### src/rtl/regfile_sb.sv
// Integer register file with NRP combinational read ports, write-to-read bypass,
// one write port and an integrated per-register busy scoreboard with a live count.
module regfile_sb #(
  parameter int XLEN = 32,
  parameter int NREG = 32,
  parameter int NRP  = 3,
  localparam int AW  = $clog2(NREG),
  localparam int CW  = $clog2(NREG + 1)
) (
  input  logic                clk,
  input  logic                rst,
  input  logic [NRP*AW-1:0]   raddr,
  output logic [NRP*XLEN-1:0] rdata,
  output logic [NRP-1:0]      rbusy,
  input  logic                wr_en,
  input  logic [AW-1:0]       waddr,
  input  logic [XLEN-1:0]     wdata,
  input  logic                iss_en,
  input  logic [AW-1:0]       iss_addr,
  input  logic                flush,
  output logic [CW-1:0]       busy_cnt,
  output logic                any_busy
);

  logic [XLEN-1:0] regs [1:NREG-1];
  logic [NREG-1:1] busy_q;
  logic [NREG-1:0] busy_full;
  logic            wr_live;
  logic            iss_live;
  logic            set_eff;
  logic            clr_eff;

  assign busy_full = {busy_q, 1'b0};
  assign wr_live   = wr_en && (waddr != '0);
  assign iss_live  = iss_en && (iss_addr != '0);

  // Count tracks popcount(busy) incrementally; a clear on the register being
  // issued this cycle is not a clear at all, since the set wins.
  assign set_eff = iss_live && !busy_full[iss_addr];
  assign clr_eff = wr_live && busy_full[waddr] && !(iss_live && (iss_addr == waddr));

  always_ff @(posedge clk or posedge rst) begin
    if (rst) begin
      for (int unsigned r = 1; r < NREG; r++) regs[r] <= '0;
    end else begin
      for (int unsigned r = 1; r < NREG; r++)
        if (wr_en && (waddr == AW'(r))) regs[r] <= wdata;
    end
  end

  always_ff @(posedge clk or posedge rst) begin
    if (rst) begin
      busy_q   <= '0;
      busy_cnt <= '0;
    end else if (flush) begin
      busy_q   <= '0;
      busy_cnt <= '0;
    end else begin
      for (int unsigned r = 1; r < NREG; r++) begin
        if (iss_en && (iss_addr == AW'(r)))
          busy_q[r] <= 1'b1;
        else if (wr_en && (waddr == AW'(r)))
          busy_q[r] <= 1'b0;
      end
      if (set_eff && !clr_eff)
        busy_cnt <= busy_cnt + CW'(1);
      else if (clr_eff && !set_eff)
        busy_cnt <= busy_cnt - CW'(1);
    end
  end

  assign any_busy = (busy_cnt != '0);

  always_comb begin
    rdata = '0;
    rbusy = '0;
    for (int unsigned p = 0; p < NRP; p++) begin
      if (!rst && (raddr[p*AW +: AW] != '0)) begin
        if (wr_en && (waddr == raddr[p*AW +: AW])) begin
          rdata[p*XLEN +: XLEN] = wdata;
        end else begin
          rdata[p*XLEN +: XLEN] = regs[raddr[p*AW +: AW]];
          rbusy[p]              = busy_full[raddr[p*AW +: AW]];
        end
      end
    end
  end

endmodule
### config.mk
export PLATFORM = sky130hd
export DESIGN_NAME = regfile_sb
export DESIGN_NICKNAME = d
export VERILOG_FILES = /design/src/rtl/regfile_sb.sv
export SDC_FILE = /design/constraint.sdc
export NUM_CORES = 2
export LEC_CHECK = 0
export CAP_MARGIN = 40
export CORE_ASPECT_RATIO = 0.75
export CORE_MARGIN = 2
export CORE_UTILIZATION = 25
export DETAILED_ROUTE_END_ITERATION = 12
export PLACE_DENSITY_LB_ADDON = 0.25
export SYNTH_ARGS = -nofsm -noshare
export SYNTH_HDL_FRONTEND = slang
export SYNTH_SLANG_ARGS = --single-unit
export TNS_END_PERCENT = 30
### constraint.sdc
create_clock -name clk -period 57.8 [get_ports clk]
set_clock_uncertainty 0.2 [all_clocks]
set_input_delay 11.56 -clock clk [delete_from_list [all_inputs] [get_ports clk]]
set_output_delay 11.56 -clock clk [all_outputs]
set_load 0.02 [all_outputs]
# After elaboration in Yosys (flattened, before gate mapping)
# Cells that the tools add are included.
# totals
word_cells	358
register_bits	1029
output_inout_bits	106
input_bits	62
# classes
n_addsub	2
muxes	97
n_lt_le_gt_ge	8
bitwise_logic	3
n_reduce_logical	119
eq_ne	66
# ops
op	n
binary-select mux 32 bit (select 5 bit)	3
2-to-1 mux 32 bit	12
== test 5 bit, second input constant	32
nonzero test 3 bit	32
== test 5 x 4 -> 1 bit, second input constant	16
logical AND 1 bit	76
2-to-1 mux 1 bit	73
== test 5 x 3 -> 1 bit, second input constant	8
2-to-1 mux 31 bit	1
less-than comparator 5 x 6 -> 1 bit, second input constant	5
binary-select mux 1 bit (select 5 bit)	5
nonzero test 5 bit	5
== test 5 x 2 -> 1 bit, second input constant	4
== test 5 bit	4
greater-or-equal comparator 6 bit, second input constant	3
2-to-1 mux 6 bit	3
NOT 5 -> 6 bit	3
== test 5 x 1 -> 1 bit, second input constant	2
adder 6 x 1 -> 6 bit, second input constant	1
nonzero test 6 bit	1
subtractor 6 x 1 -> 6 bit, second input constant	1
zero test 1 bit	5

# Logic depth before layout (Yosys ltp)
# logic_depth
ltp_word	9
ltp_mapped	15
ltp_nobuf	13

# Worst setup path after synthesis
# Ideal clock, no wire load.
# synth_path
path_type	input-to-output
from	input rst
to	output rdata[0]
setup_slack_ps	8311
n_path_buf	0
t_arrival_ps	37729
path_stages	3
required_time_ps	46040
path_cell_list	inv_1 -> o21ai_1 -> a21oi_1
# synth_between
elab_chain_cells	3
# synth_lines
element	line_no	rtl
start, declared	11	input logic rst,
zero test 1 bit	78	if (!rst && (raddr[p*AW +: AW] != '0)) begin
logical AND 1 bit	78	
2-to-1 mux 32 bit	78	
end, declared	13	output logic [NRP*XLEN-1:0] rdata,
# Every way passes these cells.

# Worst setup path in the final report
# layout_path
from	input raddr[5]
to	output rbusy[1]
# layout_between
elab_chain_cells	4
elab_cells_between_ends	8
classes_between	eq/ne (1); mux (4); reduce/logical (3)
# layout_lines
element	line_no	rtl
start, declared	12	input logic [NRP*AW-1:0] raddr,
binary-select mux 1 bit (select 5 bit) or == test 5 bit (tied branches)	83, 79	
2-to-1 mux 1 bit (not written as such) or logical AND 1 bit (tied branches)	83, 79	
2-to-1 mux 1 bit	79	if (wr_en && (waddr == raddr[p*AW +: AW])) begin
2-to-1 mux 1 bit (*)	78	
end, declared	14	output logic [NRP-1:0] rbusy,
# Mark *: on every way between the ends. The rest lies on a longest branch, timed or not. The select of a mux whose other input is x is not followed.

==> results.yml <==
die:
  ios: 168
  start_util_pct: 25.1
  die_area_um2: 265000
  die_y_um: 446
  core_um2: 259000
  num_rows: 162
  die_width_um: 593
setup_path:
  cp.required_ns: 46.04
  r2r-start: "busy_q[7]$_DFFE_PP0P_"
  critPathArrivalTime_ns: 15.99
  critPathMaxFanout: 56
  reg2reg_slack_ns: 53.78
  endpoint_kind: "output pin"
  crit_path_start_kind: "input port"
  r2r-end: "busy_cnt[5]$_DFFE_PP0P_"
  path_class: "in -> out"
  reg2reg_depth: 12
timing:
  finalSetupViolCount: 0
  slew_headroom_pct: 33.9
  period_minus_slack_ns: 27.75
  drv_slew: 0
  max_freq_mhz: 36.0
  worst_pin_slew_ns: 0.992
  grt_setup_unrepaired: "no"
  hold_violations: 0
  post-route-period-util_pct: 48.0
  tns_ns: 0
outcome:
  status: "complete, no violations"
logic_synthesis:
  ys.flop_type: "dfrtp_1"
  syn_area_um2: 65100
  synth_edf_count: 0
  ys_ff_latch: 1029
  syn_avg_cell_area_um2: 15.1
  synthArstFlopShare_pct: 100
  netlist_instances: 4319
  synth.distinct_cells: 50
  syn_nets: 4386
  yosys_warnings: 0
  ys_seq_area_share_pct: 39.5
power_and_ir_drop:
  leakage_nw: 29.7
  cellPowerDensity_nw_per_um2: 31.5
  comb_power_share_pct: 26.6
  total_power_mw: 2.37
  p_seq_share_pct: 41.7
  clkPwrFrac_pct: 31.7
  p_int_mw: 1.67
  peakVddDrop_v: 0.0000242
  p_sw_share_pct: 29.5
  p_sw_uw: 700
clock_tree:
  cts_resized: 0
  cts_sinks: 1029
  cts_tree: "yes"
  clkTransAtPathRegs_ns: 0.06
  clk_latency_ns: 0.73
  htree_levels: 3
  clock_path_buffers: 3
  clockRootBuffer: "clkbuf_16"
  post-cts-setup-buffers: 0
  cts_buffers: 107
  cts_hold_repair.buffers: 0
final_layout:
  area_delta_synth_final_pct: 15.7
  drive_above_1_share_pct: 54.7
  layout_common_cells: "mux2_2 (1061), dfrtp_1 (1029), mux4_2 (904), a21oi_1 (181), clkdlybuf4s50_1 (152)"
  final_common_cell: "mux2_2"
  design_area_um2: 75300
  nets: 4335
place:
  finalWeightedCongestion: 0.784
  portBuffers: 167
  placed_area_um2: 71600
  dp_hpwl_um: 152000
global_routing:
  grt_max_degree: 158
  grt.total_usage_pct: 18.9
  grt_pass1_wl_um: 358000
  antenna_found_initial: 12
  grt-ovfl-total: 0
  grt_pass1_vias: 43800
detailed_routing:
  drt_iter0_drc: 4266
  drc: 0
  first_pass_iters: 5
  viasPerCell: 5.58
  routedWlPerCell_um: 32.3
  routed_wl_um: 252000
  ant_nets: 0
  vias: 43500
run:
  drv_cap: 0
worst_hold_path:
  worstHoldPathType: "reg -> reg"
  holdPathStages: 1
  min-delay-start: "regs[445]$_DFFE_PP0P_"
  holdPathEnd: "regs[445]$_DFFE_PP0P_"
## through the flow
stage          setup WS (ns)  utilization [%]  hold slack [ns]  instances
3_5_place_dp           29.95             27.6            0.331       7602
6_report               30.05             29.0            0.344       7799
5_1_grt                29.80             29.0            0.358       7797
3_3_place_gp           29.88             27.2            0.320       7555
2_1_floorplan           8.31                -            0.308       4319
4_1_cts                29.95             29.0            0.345       7796
## how the worst max path moves through the flow
stage	start	end
6_report	raddr[5]	rbusy[1]
5_1_grt	raddr[5]	rbusy[1]
4_1_cts	raddr[5]	rbusy[1]
3_5_place_dp	raddr[5]	rbusy[1]
3_3_place_gp	raddr[0]	rdata[11]
2_1_floorplan	rst	rdata[0]
## synth_stat cells, types with 6 or more instances
library cell	n	area share [%]
mux2i_1	41	0.63
mux2_2	1061	18
dfrtp_1	1029	40
nand3_1	9	0.069
a22oi_1	15	0.17
nand2_1	140	0.81
nor2b_1	11	0.11
nand2b_1	103	0.99
mux4_2	904	31
nor2_1	48	0.28
buf_2	122	0.94
o211ai_1	96	1.1
inv_1	10	0.058
a22o_1	65	0.87
buf_1	84	0.48
nor3_1	6	0.046
clkbuf_1	297	1.7
xnor2_1	10	0.13
o21ai_0	17	0.13
xor2_1	13	0.17
a21oi_1	181	1.4
## state kept, by name, summed over array words and instances, names as in the netlist
name / flops
busy_cnt: 6
busy_q: 31
regs: 992
## power groups by stage
stage                     Combinational (mW)  Clock [mW]  Sequential (mW)
after floorplan                        0.478           0            0.957
after global routing                   0.670       0.800             1.01
after detailed placement               0.634           0            0.997
after CTS                              0.635       0.771            0.985
after global placement                 0.621           0            0.991
final                                  0.632       0.753            0.991
## layout make-up
| type | count | area (µm²) |
|---|---|---|
| inverters | 10 | 45.0 |
| fillers | 25900 | 184000 |
| clock inverters | 42 | 547 |
| repair buffers | 346 | 3920 |
| well taps | 3444 | 4310 |
| diodes | 2 | 5.00 |
| multi-input cells | 2774 | 37600 |
| flip-flops and latches | 1029 | 25700 |
| clock buffers | 152 | 3160 |
## per-layer routing
metal | track usage, % | wire, µm | part of all wire [%] | vias up
met4 | 4.56 | 6240 | 2.5 | 8
met2 | 28.6 | 113000 | 45 | 1714
met3 | 3.43 | 17300 | 6.9 | 329
met5 | 0 | 42 | 0.017 | -
li1 | - | - | - | 17100
met1 | 27.7 | 116000 | 46 | 24300
## critical path: stages
cell,delay [ns]
buf_8,0.41
buf_4,0.69
buf_4,0.57
mux4_2,0.56
mux4_2,0.45
mux2i_1,0.59
nor3_1,0.11
buf_4,0.22
clkdlybuf4s50_1,0.55
## cells by family after synthesis
logic type | share of synthesized area (%)
AO/OA/AOI/OAI | 3.94
XOR/XNOR | 0.334
adder cells (fa/ha/maj) | 0.108
buffers and inverters | 3.24
flip-flops | 39.5
multiplexers | 50.3
AND/OR/NAND/NOR | 2.58
Note: power is estimated with default switching activity, not from simulation.
